## src/rtl/if_id_decode_buffer_pkg.sv

```systemverilog
// Shared decode constants for the IF/ID boundary and the immediate extender.
// Opcode values and imm_type encodings are defined only here, so that both
// stages agree on what each format code means.
package if_id_decode_buffer_pkg;

  // RV32I base opcodes (instr[6:0])
  localparam logic [6:0] OP_IMM = 7'b0010011;
  localparam logic [6:0] LOAD   = 7'b0000011;
  localparam logic [6:0] JALR   = 7'b1100111;
  localparam logic [6:0] STORE  = 7'b0100011;
  localparam logic [6:0] BRANCH = 7'b1100011;
  localparam logic [6:0] JAL    = 7'b1101111;
  localparam logic [6:0] LUI    = 7'b0110111;
  localparam logic [6:0] AUIPC  = 7'b0010111;
  localparam logic [6:0] OP     = 7'b0110011;

  // Immediate format select presented to the extender
  localparam logic [2:0] I_TYPE = 3'b000;
  localparam logic [2:0] S_TYPE = 3'b001;
  localparam logic [2:0] B_TYPE = 3'b010;
  localparam logic [2:0] J_TYPE = 3'b011;
  localparam logic [2:0] U_TYPE = 3'b100;

endpackage

```

## src/rtl/if_id_decode_buffer_opcode_predecode.sv

```systemverilog
// Combinational opcode pre-decode on the capture path.
// Ports:
//   opcode   in  7  instr[6:0] of the incoming instruction
//   imm_type out 3  immediate format select (I/S/B/J/U)
//   illegal  out 1  opcode is outside the supported set
// R-type (OP) carries no immediate; it reports I_TYPE with illegal=0 so the
// extender output is simply ignored downstream.
module opcode_predecode
  import if_id_decode_buffer_pkg::*;
(
  input  logic [6:0] opcode,
  output logic [2:0] imm_type,
  output logic       illegal
);

  always_comb begin
    imm_type = I_TYPE;
    illegal  = 1'b0;
    case (opcode)
      OP_IMM, LOAD, JALR: imm_type = I_TYPE;
      STORE:              imm_type = S_TYPE;
      BRANCH:             imm_type = B_TYPE;
      JAL:                imm_type = J_TYPE;
      LUI, AUIPC:         imm_type = U_TYPE;
      OP:                 imm_type = I_TYPE;
      default:            illegal  = 1'b1;
    endcase
  end

endmodule

```

## src/rtl/if_id_decode_buffer.sv

```systemverilog
// IF/ID boundary stage: 2-entry skid buffer (main + skid) between fetch and
// decode/immediate extension. Instructions are pre-decoded when captured and
// the decode result travels with the entry.
// Ports:
//   clk, rst                 rising-edge clock, async active-high reset
//   in_valid/in_ready        fetch handshake; in_ready = ~skid_valid
//   instr_in, pc_in          fetched instruction and its PC
//   flush                    drop everything held and offered this cycle
//   out_valid/out_ready      head handshake toward execute
//   pc_out, unextend_data    head PC and raw instr[31:7] for the extender
//   imm_type, illegal        pre-decoded format / unsupported-opcode flag
//   rs1, rs2, rd, opcode, funct3, funct7   head instruction fields
// Optional (macro IF_ID_PERF_CNT_EN): stall_cnt, flush_cnt counters.
// Parameter ILLEGAL_AS_NOP=0 accepts illegal instructions but never stores them.
module if_id_decode_buffer
  import if_id_decode_buffer_pkg::*;
#(
  parameter int XLEN           = 32,
  parameter bit ILLEGAL_AS_NOP = 1'b1
) (
  input  logic            clk,
  input  logic            rst,
  input  logic            in_valid,
  output logic            in_ready,
  input  logic [XLEN-1:0] instr_in,
  input  logic [XLEN-1:0] pc_in,
  input  logic            flush,
  output logic            out_valid,
  input  logic            out_ready,
  output logic [XLEN-1:0] pc_out,
  output logic [24:0]     unextend_data,
  output logic [2:0]      imm_type,
  output logic [4:0]      rs1,
  output logic [4:0]      rs2,
  output logic [4:0]      rd,
  output logic [6:0]      opcode,
  output logic [2:0]      funct3,
  output logic [6:0]      funct7,
  output logic            illegal
`ifdef IF_ID_PERF_CNT_EN
  ,
  output logic [31:0]     stall_cnt,
  output logic [31:0]     flush_cnt
`endif
);

  logic            main_valid, skid_valid;
  logic [XLEN-1:0] main_pc, main_instr, skid_pc, skid_instr;
  logic [2:0]      main_imm, skid_imm, dec_imm;
  logic            main_ill, skid_ill, dec_ill;
  logic            accept, pop, wr;
  logic            load_main_new, load_main_skid, load_skid;

  opcode_predecode u_predecode (
    .opcode   (instr_in[6:0]),
    .imm_type (dec_imm),
    .illegal  (dec_ill)
  );

  assign in_ready  = ~skid_valid;
  assign out_valid = main_valid;
  assign accept    = in_valid & in_ready;
  assign pop       = main_valid & out_ready;
  // An accepted illegal instruction is swallowed when it may not be forwarded.
  assign wr        = accept & (ILLEGAL_AS_NOP | ~dec_ill);

  // Skid full implies in_ready=0, so a skid->main move never races a write.
  assign load_main_skid = ~flush & skid_valid & pop;
  assign load_main_new  = ~flush & ~skid_valid & wr & (~main_valid | pop);
  assign load_skid      = ~flush & ~skid_valid & wr & main_valid & ~pop;

  always_ff @(posedge clk or posedge rst) begin
    if (rst) begin
      main_valid <= 1'b0;
      skid_valid <= 1'b0;
    end else if (flush) begin
      main_valid <= 1'b0;
      skid_valid <= 1'b0;
    end else if (skid_valid) begin
      if (pop) skid_valid <= 1'b0;
    end else if (main_valid) begin
      if (wr && !pop)      skid_valid <= 1'b1;
      else if (!wr && pop) main_valid <= 1'b0;
    end else if (wr) begin
      main_valid <= 1'b1;
    end
  end

  // Data registers clear on reset only, so outputs read as zero out of reset.
  always_ff @(posedge clk or posedge rst) begin
    if (rst) begin
      main_pc    <= '0;
      main_instr <= '0;
      main_imm   <= I_TYPE;
      main_ill   <= 1'b0;
      skid_pc    <= '0;
      skid_instr <= '0;
      skid_imm   <= I_TYPE;
      skid_ill   <= 1'b0;
    end else begin
      if (load_main_skid) begin
        main_pc    <= skid_pc;
        main_instr <= skid_instr;
        main_imm   <= skid_imm;
        main_ill   <= skid_ill;
      end else if (load_main_new) begin
        main_pc    <= pc_in;
        main_instr <= instr_in;
        main_imm   <= dec_imm;
        main_ill   <= dec_ill;
      end
      if (load_skid) begin
        skid_pc    <= pc_in;
        skid_instr <= instr_in;
        skid_imm   <= dec_imm;
        skid_ill   <= dec_ill;
      end
    end
  end

  assign pc_out        = main_pc;
  assign unextend_data = main_instr[31:7];
  assign rs1           = main_instr[19:15];
  assign rs2           = main_instr[24:20];
  assign rd            = main_instr[11:7];
  assign opcode        = main_instr[6:0];
  assign funct3        = main_instr[14:12];
  assign funct7        = main_instr[31:25];
  assign imm_type      = main_imm;
  assign illegal       = main_ill;

`ifdef IF_ID_PERF_CNT_EN
  always_ff @(posedge clk or posedge rst) begin
    if (rst) begin
      stall_cnt <= '0;
      flush_cnt <= '0;
    end else begin
      if (in_valid && !in_ready) stall_cnt <= stall_cnt + 32'd1;
      if (flush)                 flush_cnt <= flush_cnt + 32'd1;
    end
  end
`endif

endmodule

```

## config.mk

```make
export PLATFORM = sky130hd
export DESIGN_NAME = if_id_decode_buffer
export DESIGN_NICKNAME = d
export VERILOG_FILES = /design/src/rtl/if_id_decode_buffer_pkg.sv /design/src/rtl/if_id_decode_buffer_opcode_predecode.sv /design/src/rtl/if_id_decode_buffer.sv
export SDC_FILE = /design/constraint.sdc
export NUM_CORES = 1
export LEC_CHECK = 0
export ABC_CLOCK_PERIOD_IN_PS = 4500
export CORE_MARGIN = 5
export CORE_UTILIZATION = 40
export CTS_CLUSTER_SIZE = 8
export DETAILED_ROUTE_END_ITERATION = 16
export PLACE_DENSITY_LB_ADDON = 0.08
export SYNTH_ARGS = -nofsm -noshare
export SYNTH_HDL_FRONTEND = slang
export SYNTH_SLANG_ARGS = --single-unit
```

## constraint.sdc

```tcl
create_clock -name clk -period 4.5 [get_ports clk]
set_input_delay 0.9 -clock clk [delete_from_list [all_inputs] [get_ports clk]]
set_output_delay 0.9 -clock clk [all_outputs]
set_load 0.005 [all_outputs]
```

==> summary.txt <==
STA
  – Rel. slew slack: 38.29%
  – WHS: 0.4897 ns
  – PnR worst setup slack: about 1.9 ns
  – Max Freq: roughly 0.38 GHz
  – Worst Tran Pin Value: around 0.9 ns
  – Final hold vios: 0
  – Setup Viol. Count Final: 0
  – Minimum clock period: about 2.6 ns
  – Fin Setup TNS: 0 ns
  – Post-route clock skew: approximately 0.0060 ns
  – RSZ-0062 raised after global routing: no
  – Period utilization: 57.86%
  – Final Max Tran Viols: 0

Setup path
  – Startpoint Class: primary input
  – Worst Path Required: roughly 4.7 ns
  – Crit-path max cell delay: 0.71 ns
  – CP Buf/Inv Count: 2
  – Worst path top cell family by delay: buffers and inverters
  – CP max-delay cell: buf_4
  – Crit-path cells: clkdlybuf4s50_1, and2b_1, a211oi_4, buf_4, a31oi_1
  – CP Class: in -> reg
  – Arr. time, crit path: 2.84 ns
  – Largest fanout on the critical path: 95
  – CP Capture Type: flop

Detailed routing
  – 1st-iter DRT viols: 251
  – Vias after detailed routing: roughly 4500
  – Drt drc: 0
  – Wire per inst: approximately 16 um
  – Final wirelength: 14220 um
  – Via/cell ratio: a little over 5
  – Drt first pass iters: 4
  – ANT nets after route: 0

Global route
  – Total GRT Usage: 16.44%
  – Largest net degree at the start of global routing: 96
  – Number of global-route vias before repair: about 4500
  – Antenna violations before repair: 0
  – Congestion Overflow GR: 0
  – First-pass GRT wire length: approximately 23000 um

CTS
  – Max Root-Sink Buffers: 2
  – Clock net sink count: 138
  – Worst skew pair latency: approximately 0.41 ns
  – Clock Root Buffer: clkbuf_16
  – H-tree levels: 4
  – Worst-path clk slew: 0.05 ns
  – Hold Buf Count CTS: 0
  – CTS tree: built
  – CTS resizes: 0
  – # Post-CTS Setup Buffers: 0
  – CTS buffer count: 17

Floorplan
  – # IOs: 164
  – Die ar.: 0.01755 mm2
  – Core area: 0.01464 mm2
  – Die Y: 132.5 um
  – Starting Density: 40.98%
  – Row count: 44
  – Die width: 132.5 um

Power
  – Max IR drop VDD: 0.0002491 V
  – P per Cell Area: 455.2 mW/mm2
  – Power, Total: 3.684 mW
  – Leak: 3.392 nW

Layout
  – Design Area, Final: 0.008094 mm2
  – N_diodes: 0
  – Share of cells above drive strength 1: between 10 and 15%
  – Final #Nets: 770
  – Layout area overhead: 34.88%

Synthesis
  – Ys async rst share: 100.0%
  – Main flop type after synthesis: dfrtp_1
  – Synth unique cells: 30
  – Seq/Total Area, Yosys: 57.55%
  – Post-synth EDFFs: 0
  – Syn Area/Cell: 10.45 um2
  – Post-synth net total: roughly 640
  – Syn. warnings: 0
  – Mapped Area: 0.006001 mm2
  – Synthesis-stage register bit count: 138
  – Mapped Cells: around 570

Place
  – Final GP Congestion: 0.7470
  – IO Port Bufs: between 150 and 200
  – Detailed Place HPWL: around 9400 um
  – Pre-CTS setup slack: 1.467 ns
  – Dpl cell area: 0.007585 mm2

Hold path
  – Tightest Hold Check Type: reg -> reg

Outcome
  – Status: complete, no violations

Run
  – Max-Cap Viols: 0
final cells by class:
cell class | instances | area [um2]
clock buffer | 24 | 491.7
sequential | 138 | 3453
timing repair buffer | 172 | 1724
multi-input combinational | 365 | 2147
tap | 184 | 230.2
inverter | 7 | 30.03
clock inverter | 3 | 17.52
fill | 1272 | 6550
through the flow:
step	std cells	utilization (%)
finish	893	55.27
global route	893	55.27
CTS	893	55.27
detailed placement	866	51.79
global placement	866	51.79
floorplan	574	-
Yosys cell counts, drive strengths merged, types with 2 or more instances:
cell / count / share of area [%]
nand3: 3 / 0.25
a21oi: 3 / 0.25
mux2: 65 / 12
a31oi: 67 / 7.0
inv: 7 / 0.44
o21ai: 3 / 0.25
nor2: 68 / 4.3
a211oi: 3 / 0.46
dfrtp: 138 / 58
clkbuf: 11 / 0.69
o211ai: 2 / 0.25
nand2: 134 / 8.4
buf: 53 / 5.9
nand2b: 3 / 0.31
flip-flops by register name, summed over array words and instances, names as in the netlist:
name and count:
skid_ill 1, skid_instr 32, illegal 1, skid_pc 32, pc_out 32, skid_imm 3, imm_type 3, out_valid 1
skid_valid 1, main_instr 32
routing by layer:
metal,up-vias,wire (um),GRT usage [%]
li1,2165,-,-
met1,2207,6405,21.21
met2,125,6841,26.09
met3,13,804,5.467
met4,0,170,5.716
met5,-,0,0
final timing paths:
kind                       slack [ns]              to        from  cells after the start
setup / recovery                 1.90       pc_out[8]   out_ready                      5
hold / removal                   0.49        skid_ill    skid_ill                      1
setup reg to reg                 2.40       pc_out[8]  skid_valid                      4
hold reg to reg                  0.49        skid_ill    skid_ill                      1
max in group asynchronous        2.68      pc_out[21]         rst                      3
min in group asynchronous        0.86  main_instr[28]         rst                      2
cells in the final DEF (no fill, tap or decap):
cell type / Yosys / final
clkdlybuf4s50_1: 0 / 163
dfrtp_1: 138 / 138
nand2_1: 134 / 134
nor2_1: 68 / 67
a31oi_1: 67 / 67
mux2_2: 65 / 65
clkbuf_16: 0 / 17
buf_4: 35 / 7
inv_1: 7 / 6
clkbuf_8: 0 / 4
nand2b_1: 3 / 3
nand3_1: 3 / 3
a21oi_1: 3 / 3
o21ai_0: 3 / 3
clkbuf_1: 11 / 3
a211oi_1: 2 / 2
clkinvlp_4: 0 / 2
o211ai_1: 2 / 2
clkinv_2: 0 / 2
buf_12: 0 / 2
and2b_1: 1 / 1
nor3b_2: 0 / 1
a211oi_4: 0 / 1
nor2_4: 0 / 1
or2_2: 0 / 1
o22a_1: 1 / 1
and4b_1: 1 / 1
and2_1: 1 / 1
o221a_2: 1 / 1
o32ai_1: 1 / 1
nor4b_1: 1 / 1
o221ai_1: 1 / 1
o21a_1: 1 / 1
and3_1: 1 / 1
nor3_1: 1 / 1
xnor2_1: 1 / 1
kinds of logic (layout without fill, tap and decap cells):
group | count (synthesis) | count (layout) | share of synthesized area, %
muxes | 65 | 65 | 12.20
buffers and inverters | 71 | 206 | 7.006
xor gates and xnor gates | 1 | 1 | 0.1460
and+or+nand+nor | 216 | 216 | 14.16
AOI/OAI and AO/OA | 83 | 83 | 8.945
DFF | 138 | 138 | 57.55
power by group:
| group | leakage, nW | internal, mW | switching [mW] |
|---|---|---|---|
| logic | 1.53 | 0.512 | 0.265 |
| clock network | 0.250 | 0.744 | 0.473 |
| registers | 1.61 | 1.53 | 0.164 |
Power figures use the tool's default switching activity.
